==> config.mk <==
export PLATFORM = sky130hd
export DESIGN_NAME = load_store_unit
export DESIGN_NICKNAME = d
export VERILOG_FILES = /design/src/rtl/lsu_pkg.sv /design/src/rtl/load_align.sv /design/src/rtl/load_store_unit.sv
export SDC_FILE = /design/constraint.sdc
export NUM_CORES = 1
export LEC_CHECK = 0
export ABC_AREA = 1
export BUFFER_PORTS_ARGS = -buffer_cell sky130_fd_sc_hd__buf_2
export CELL_PAD_IN_SITES_DETAIL_PLACEMENT = 1
export CELL_PAD_IN_SITES_GLOBAL_PLACEMENT = 2
export CORE_UTILIZATION = 25
export CTS_CLUSTER_DIAMETER = 200
export DETAILED_ROUTE_END_ITERATION = 7
export GPL_ROUTABILITY_DRIVEN = 0
export PLACE_DENSITY = 0.89
export SLEW_MARGIN = 20
export SYNTH_ARGS = -nofsm -noshare
export SYNTH_HDL_FRONTEND = slang
export SYNTH_SLANG_ARGS = --single-unit
==> constraint.sdc <==
create_clock -name clk -period 2.8 [get_ports clk]
set_input_delay 0.28 -clock clk [delete_from_list [all_inputs] [get_ports clk]]
set_output_delay 0.28 -clock clk [all_outputs]
set_load 0.05 [all_outputs]
==> src/rtl/lsu_pkg.sv <==
// Shared types and decode helpers for the load/store unit and the core's writeback path.
package lsu_pkg;

    typedef enum logic [2:0] {
        IDLE,
        LD,
        WR,
        RMW_RD,
        RMW_WR,
        ERR
    } lsu_state_t;

    localparam logic [2:0] F3_B  = 3'b000;
    localparam logic [2:0] F3_H  = 3'b001;
    localparam logic [2:0] F3_W  = 3'b010;
    localparam logic [2:0] F3_BU = 3'b100;
    localparam logic [2:0] F3_HU = 3'b101;

    // Access size in bytes; 0 marks a funct3 that is illegal for this access kind.
    function automatic logic [2:0] access_size(input logic is_store, input logic [2:0] funct3);
        logic [2:0] size;
        size = 3'd0;
        case (funct3)
            F3_B:    size = 3'd1;
            F3_H:    size = 3'd2;
            F3_W:    size = 3'd4;
            F3_BU:   size = is_store ? 3'd0 : 3'd1;
            F3_HU:   size = is_store ? 3'd0 : 3'd2;
            default: size = 3'd0;
        endcase
        return size;
    endfunction

endpackage

==> src/rtl/load_align.sv <==
// Selects the addressed byte/half of a little-endian word and sign- or zero-extends it.
module load_align
    import lsu_pkg::*;
#(
    parameter int addr_data_width = 32
) (
    input  logic [addr_data_width-1:0] word,
    input  logic [1:0]                 lane,
    input  logic [2:0]                 funct3,
    output logic [addr_data_width-1:0] result
);

    logic [7:0]  byte_sel;
    logic [15:0] half_sel;

    assign byte_sel = word[{lane, 3'b000} +: 8];
    assign half_sel = word[{lane[1], 4'b0000} +: 16];

    always_comb begin
        result = '0;
        case (funct3)
            F3_B:    result = {{(addr_data_width-8){byte_sel[7]}}, byte_sel};
            F3_H:    result = {{(addr_data_width-16){half_sel[15]}}, half_sel};
            F3_W:    result = word;
            F3_BU:   result = {{(addr_data_width-8){1'b0}}, byte_sel};
            F3_HU:   result = {{(addr_data_width-16){1'b0}}, half_sel};
            default: result = '0;
        endcase
    end

endmodule

==> src/rtl/load_store_unit.sv <==
// Load/store sequencer: validates a request, then drives a word-wide memory port,
// turning SB/SH into a read-modify-write pair.
module load_store_unit
    import lsu_pkg::*;
#(
    parameter int addr_data_width = 32,
    parameter int memory_height   = 2048
) (
    input  logic                       clk,
    input  logic                       rst,
    input  logic                       req_valid,
    output logic                       req_ready,
    input  logic                       req_is_store,
    input  logic [2:0]                 req_funct3,
    input  logic [addr_data_width-1:0] req_addr,
    input  logic [addr_data_width-1:0] req_wdata,
    output logic                       resp_valid,
    output logic                       resp_err,
    output logic [addr_data_width-1:0] resp_rdata,
    output logic                       mem_r_en,
    output logic                       mem_wr_en,
    output logic [addr_data_width-1:0] mem_addr,
    output logic [addr_data_width-1:0] mem_wdata,
    input  logic [addr_data_width-1:0] mem_rdata
);

    localparam int AW1 = addr_data_width + 1;

    lsu_state_t                 state_reg;
    logic [addr_data_width-1:0] addr_reg;
    logic [addr_data_width-1:0] wdata_reg;
    logic [addr_data_width-1:0] merge_reg;
    logic [2:0]                 funct3_reg;

    logic [2:0]                 req_size;
    logic [AW1-1:0]             req_end_addr;
    logic                       req_misaligned;
    logic                       req_out_of_range;
    logic                       req_err;
    logic [addr_data_width-1:0] word_addr;
    logic [addr_data_width-1:0] load_data;
    logic [addr_data_width-1:0] merged;

    // One extra bit keeps the last-byte address from wrapping near the top of the address space.
    assign req_size         = access_size(req_is_store, req_funct3);
    assign req_end_addr     = {1'b0, req_addr} + AW1'(req_size) - AW1'(1);
    assign req_misaligned   = (req_size == 3'd2 && req_addr[0]) ||
                              (req_size == 3'd4 && req_addr[1:0] != 2'b00);
    assign req_out_of_range = req_end_addr >= AW1'(memory_height);
    assign req_err          = (req_size == 3'd0) || req_misaligned || req_out_of_range;

    assign word_addr = {addr_reg[addr_data_width-1:2], 2'b00};

    always_ff @(posedge clk) begin
        if (rst) begin
            state_reg  <= IDLE;
            addr_reg   <= '0;
            wdata_reg  <= '0;
            merge_reg  <= '0;
            funct3_reg <= '0;
        end else begin
            case (state_reg)
                IDLE: begin
                    if (req_valid) begin
                        addr_reg   <= req_addr;
                        wdata_reg  <= req_wdata;
                        funct3_reg <= req_funct3;
                        if (req_err)
                            state_reg <= ERR;
                        else if (!req_is_store)
                            state_reg <= LD;
                        else if (req_size == 3'd4)
                            state_reg <= WR;
                        else
                            state_reg <= RMW_RD;
                    end
                end
                RMW_RD: begin
                    merge_reg <= mem_rdata;
                    state_reg <= RMW_WR;
                end
                default: state_reg <= IDLE;
            endcase
        end
    end

    // Byte lanes not covered by the store keep the word read back in RMW_RD.
    genvar gi;
    generate
        for (gi = 0; gi < addr_data_width / 8; gi++) begin : g_merge
            if (gi < 4) begin : g_lane
                logic hit_b;
                logic hit_h;
                assign hit_b = (funct3_reg == F3_B) && (addr_reg[1:0] == 2'(gi));
                assign hit_h = (funct3_reg == F3_H) && (addr_reg[1] == 1'(gi / 2));
                assign merged[8*gi +: 8] = hit_h ? wdata_reg[8*(gi%2) +: 8] :
                                           hit_b ? wdata_reg[7:0] :
                                                   merge_reg[8*gi +: 8];
            end else begin : g_pass
                assign merged[8*gi +: 8] = merge_reg[8*gi +: 8];
            end
        end
    endgenerate

    load_align #(
        .addr_data_width(addr_data_width)
    ) u_load_align (
        .word   (mem_rdata),
        .lane   (addr_reg[1:0]),
        .funct3 (funct3_reg),
        .result (load_data)
    );

    always_comb begin
        req_ready  = 1'b0;
        resp_valid = 1'b0;
        resp_err   = 1'b0;
        resp_rdata = '0;
        mem_r_en   = 1'b0;
        mem_wr_en  = 1'b0;
        mem_addr   = '0;
        mem_wdata  = '0;
        if (!rst) begin
            case (state_reg)
                IDLE: req_ready = 1'b1;
                LD: begin
                    mem_r_en   = 1'b1;
                    mem_addr   = word_addr;
                    resp_valid = 1'b1;
                    resp_rdata = load_data;
                end
                WR: begin
                    mem_wr_en  = 1'b1;
                    mem_addr   = word_addr;
                    mem_wdata  = wdata_reg;
                    resp_valid = 1'b1;
                end
                RMW_RD: begin
                    mem_r_en = 1'b1;
                    mem_addr = word_addr;
                end
                RMW_WR: begin
                    mem_wr_en  = 1'b1;
                    mem_addr   = word_addr;
                    mem_wdata  = merged;
                    resp_valid = 1'b1;
                end
                ERR: begin
                    resp_valid = 1'b1;
                    resp_err   = 1'b1;
                end
                default: ;
            endcase
        end
    end

endmodule

==> out/qor.yml <==
clocking:
  cts_buffers: 9
  cts_tree: "yes"
  htree_levels: 3
  clk_latency_ns: 0.37
  cts_buffer_depth: 2
  clkSlewWorstSetupHoldPaths_ns: 0.09
  cts_num_sinks: 102
  cts-root-buf: "clkbuf_16"
sta:
  final.setup.worst_slack_ns: 0.0947
  period_needed_ns: 2.71
  setup_tns_ns: 0
  slew_headroom: 0.346
  rsz0062_at_grt: "yes"
  fin_worst_skew_ns: 0.0181
  finalSetupViolations: 0
  period_share: 0.966
  tightest_slew_ns: 0.981
  hold_viol: 0
  max_freq_mhz: 370
  slew_viol_final: 0
cells_and_area:
  syn_to_final_growth_pct: 28.1
  finalNetCount: 1827
  fin_cells: 2137
  final_cell_mix: "nand2_1, inv_1, nor2_1"
  multi_input_area_um2: 5370
  seq_area_um2: 2040
  finalCoreUtilization: 0.327
  drive_gt1_frac: 0.213
  final_common_cell: "nand2_1"
  fill_cells: 4466
yosys:
  synth.avg_cell_area_um2: 5.66
  synth_top_area_cell: "dfxtp_1"
  ys_seq_elements: 102
  ys_warn_count: 0
  synth.top_cell.area_share: 0.244
  async_flop_share: 0
  synth_top_flop_cell: "dfxtp_1"
  syn_inst: 1476
  netlist_area_um2: 8350
  synth_edf_count: 0
  ys_types: 41
  synth_area_leaders: "dfxtp_1, nand2_1, inv_1, a21oi_1, nor2_1"
  seq_area_frac_synth: 0.244
worst_setup_path:
  r2r_cells: 11
  slowest_stage: "fa_2"
  crit_top_cell: "nand2_1"
  path_buf_inv: 6
  r2r_start: "state_reg[0]"
  path_delay_family: "simple AND/OR/NAND/NOR gates"
  crit_path_start: "req_funct3[2]"
  arrival_ns: 2.97
  cpPeakStageDelay_ns: 0.40
  timing.rr.end: "state_reg[0]"
  cp_max_fo: 3
  critPathRequiredTime_ns: 3.06
  cp-start-kind: "primary input"
  endpoint_kind: "register"
  cp_num_cells: 25
  rrSetupSlack_ns: 0.64
  path_class: "in -> reg"
  cp-endpoint: "state_reg[0]"
pwr:
  pwr-share-clk: 0.286
  switching_share: 0.413
  p_int_mw: 2.77
  peakVddDrop_mv: 0.257
  leakage_nw: 5.67
  power_mw: 4.72
  powerDensity_nw_per_um2: 441
  pwr-share-seq: 0.341
  p_switching_mw: 1.95
  combPwrFrac: 0.373
placement:
  portBuffers: 201
  dp.final_hpwl_um: 28500
  post-place-ws_ns: -0.397
  placed_cells: 2113
die:
  die_h_um: 185
  core_region_area_um2: 32700
  start_util: 0.255
  die_w_um: 185
  io_pins: 204
  placementRows: 66
  dieArea_um2: 34100
worst_hold_path:
  hp-class: "in -> reg"
  min_path_cells: 3
global_routing:
  antenna_found_initial: 2
  globalRouteTotalUtil: 0.204
  overflow: 0
  grt_max_degree: 60
  first_global_vias: 10100
  grt_pass1_wl_um: 54200
drt:
  antenna_left: 0
  dr.pass1.iters: 4
  wirelength_um: 35300
  wire_per_inst_um: 16.5
  drc: 0
  num_vias: 10200
  drt_iter0_drc: 604
  vias_per_cell: 4.78
flow_run:
  drv_cap: 0
outcome:
  status: "complete, no violations"
cell type report:
cell class	instances	area share
multi-input cells	1079	0.501
flip-flops and latches	102	0.191
well taps	442	0.0517
repair inverters	1	0.000702
inverters	235	0.0831
clock buffers	9	0.0211
repair buffers	261	0.143
diodes	1	0.000234
clock inverters	7	0.00807
timing repair:
item / 4_1_cts / 5_1_grt
gates cloned: 0 / 1
pin swaps: 0 / 18
setup endpoints to repair: 27 / 56
gates resized for setup: 8 / 62
hold buffers: 0 / 0
buffers inserted: 0 / 6
tightest hold or removal path, stage by stage:
cell     delay [ns]
buf_2          0.10
nand3_1        0.06
a21oi_1        0.06
per-layer routing:
layer	GRT usage	part of all wire	vias to the layer above
met5	0	0.00037	-
met4	0.0655	0.026	2
met3	0.0311	0.042	44
met2	0.354	0.48	228
met1	0.256	0.45	4842
li1	-	-	5109
worst min-delay path by stage:
stage                        from       endpoint  slack (ns)
finish              req_wdata[20]  wdata_reg[20]        0.16
global route        req_wdata[20]  wdata_reg[20]        0.17
CTS                 req_wdata[20]  wdata_reg[20]        0.15
detailed placement  wdata_reg[25]  wdata_reg[25]        0.46
global placement    wdata_reg[16]  wdata_reg[16]        0.45
floorplan            mem_rdata[0]   merge_reg[0]        0.41
synthesized netlist by cell type, drive strengths merged (3+ instances only):
library cell and number:
nand3b 3, o211ai 18, inv 233, a221oi 12
nor3 9, nand2 403, and2 3, o21bai 3
ha 34, dfxtp 102, a21oi 161, nand3 105
nand4 14, buf 15, clkbuf 46, nor2 218
o21ai 77
cell families after synthesis:
| logic type | share of synthesized area |
|---|---|
| buffers and inverters | 0.136 |
| xor gates and xnor gates | 0.00419 |
| other | 0.000449 |
| AOI/OAI and AO/OA | 0.185 |
| and+or+nand+nor | 0.377 |
| adders and majority gates | 0.0533 |
| DFF | 0.244 |
metrics by stage:
| step | hold WS (ns) | instance area (um^2) |
|---|---|---|
| after floorplan | 0.415 | 8360 |
| after global placement | 0.449 | 10100 |
| after detailed placement | 0.457 | 10100 |
| after CTS | 0.152 | 10400 |
| after global routing | 0.170 | 10700 |
| final | 0.162 | 10700 |
power groups by stage:
| stage | Clock (mW) | Combinational (mW) | Sequential, mW |
|---|---|---|---|
| detailed placement | 0 | 1.68 | 1.64 |
| global placement | 0 | 1.65 | 1.64 |
| global route | 1.45 | 1.94 | 1.62 |
| CTS | 1.40 | 1.70 | 1.61 |
| finish | 1.35 | 1.76 | 1.61 |
| floorplan | 0 | 1.10 | 1.62 |
Power figures use the tool's default switching activity.
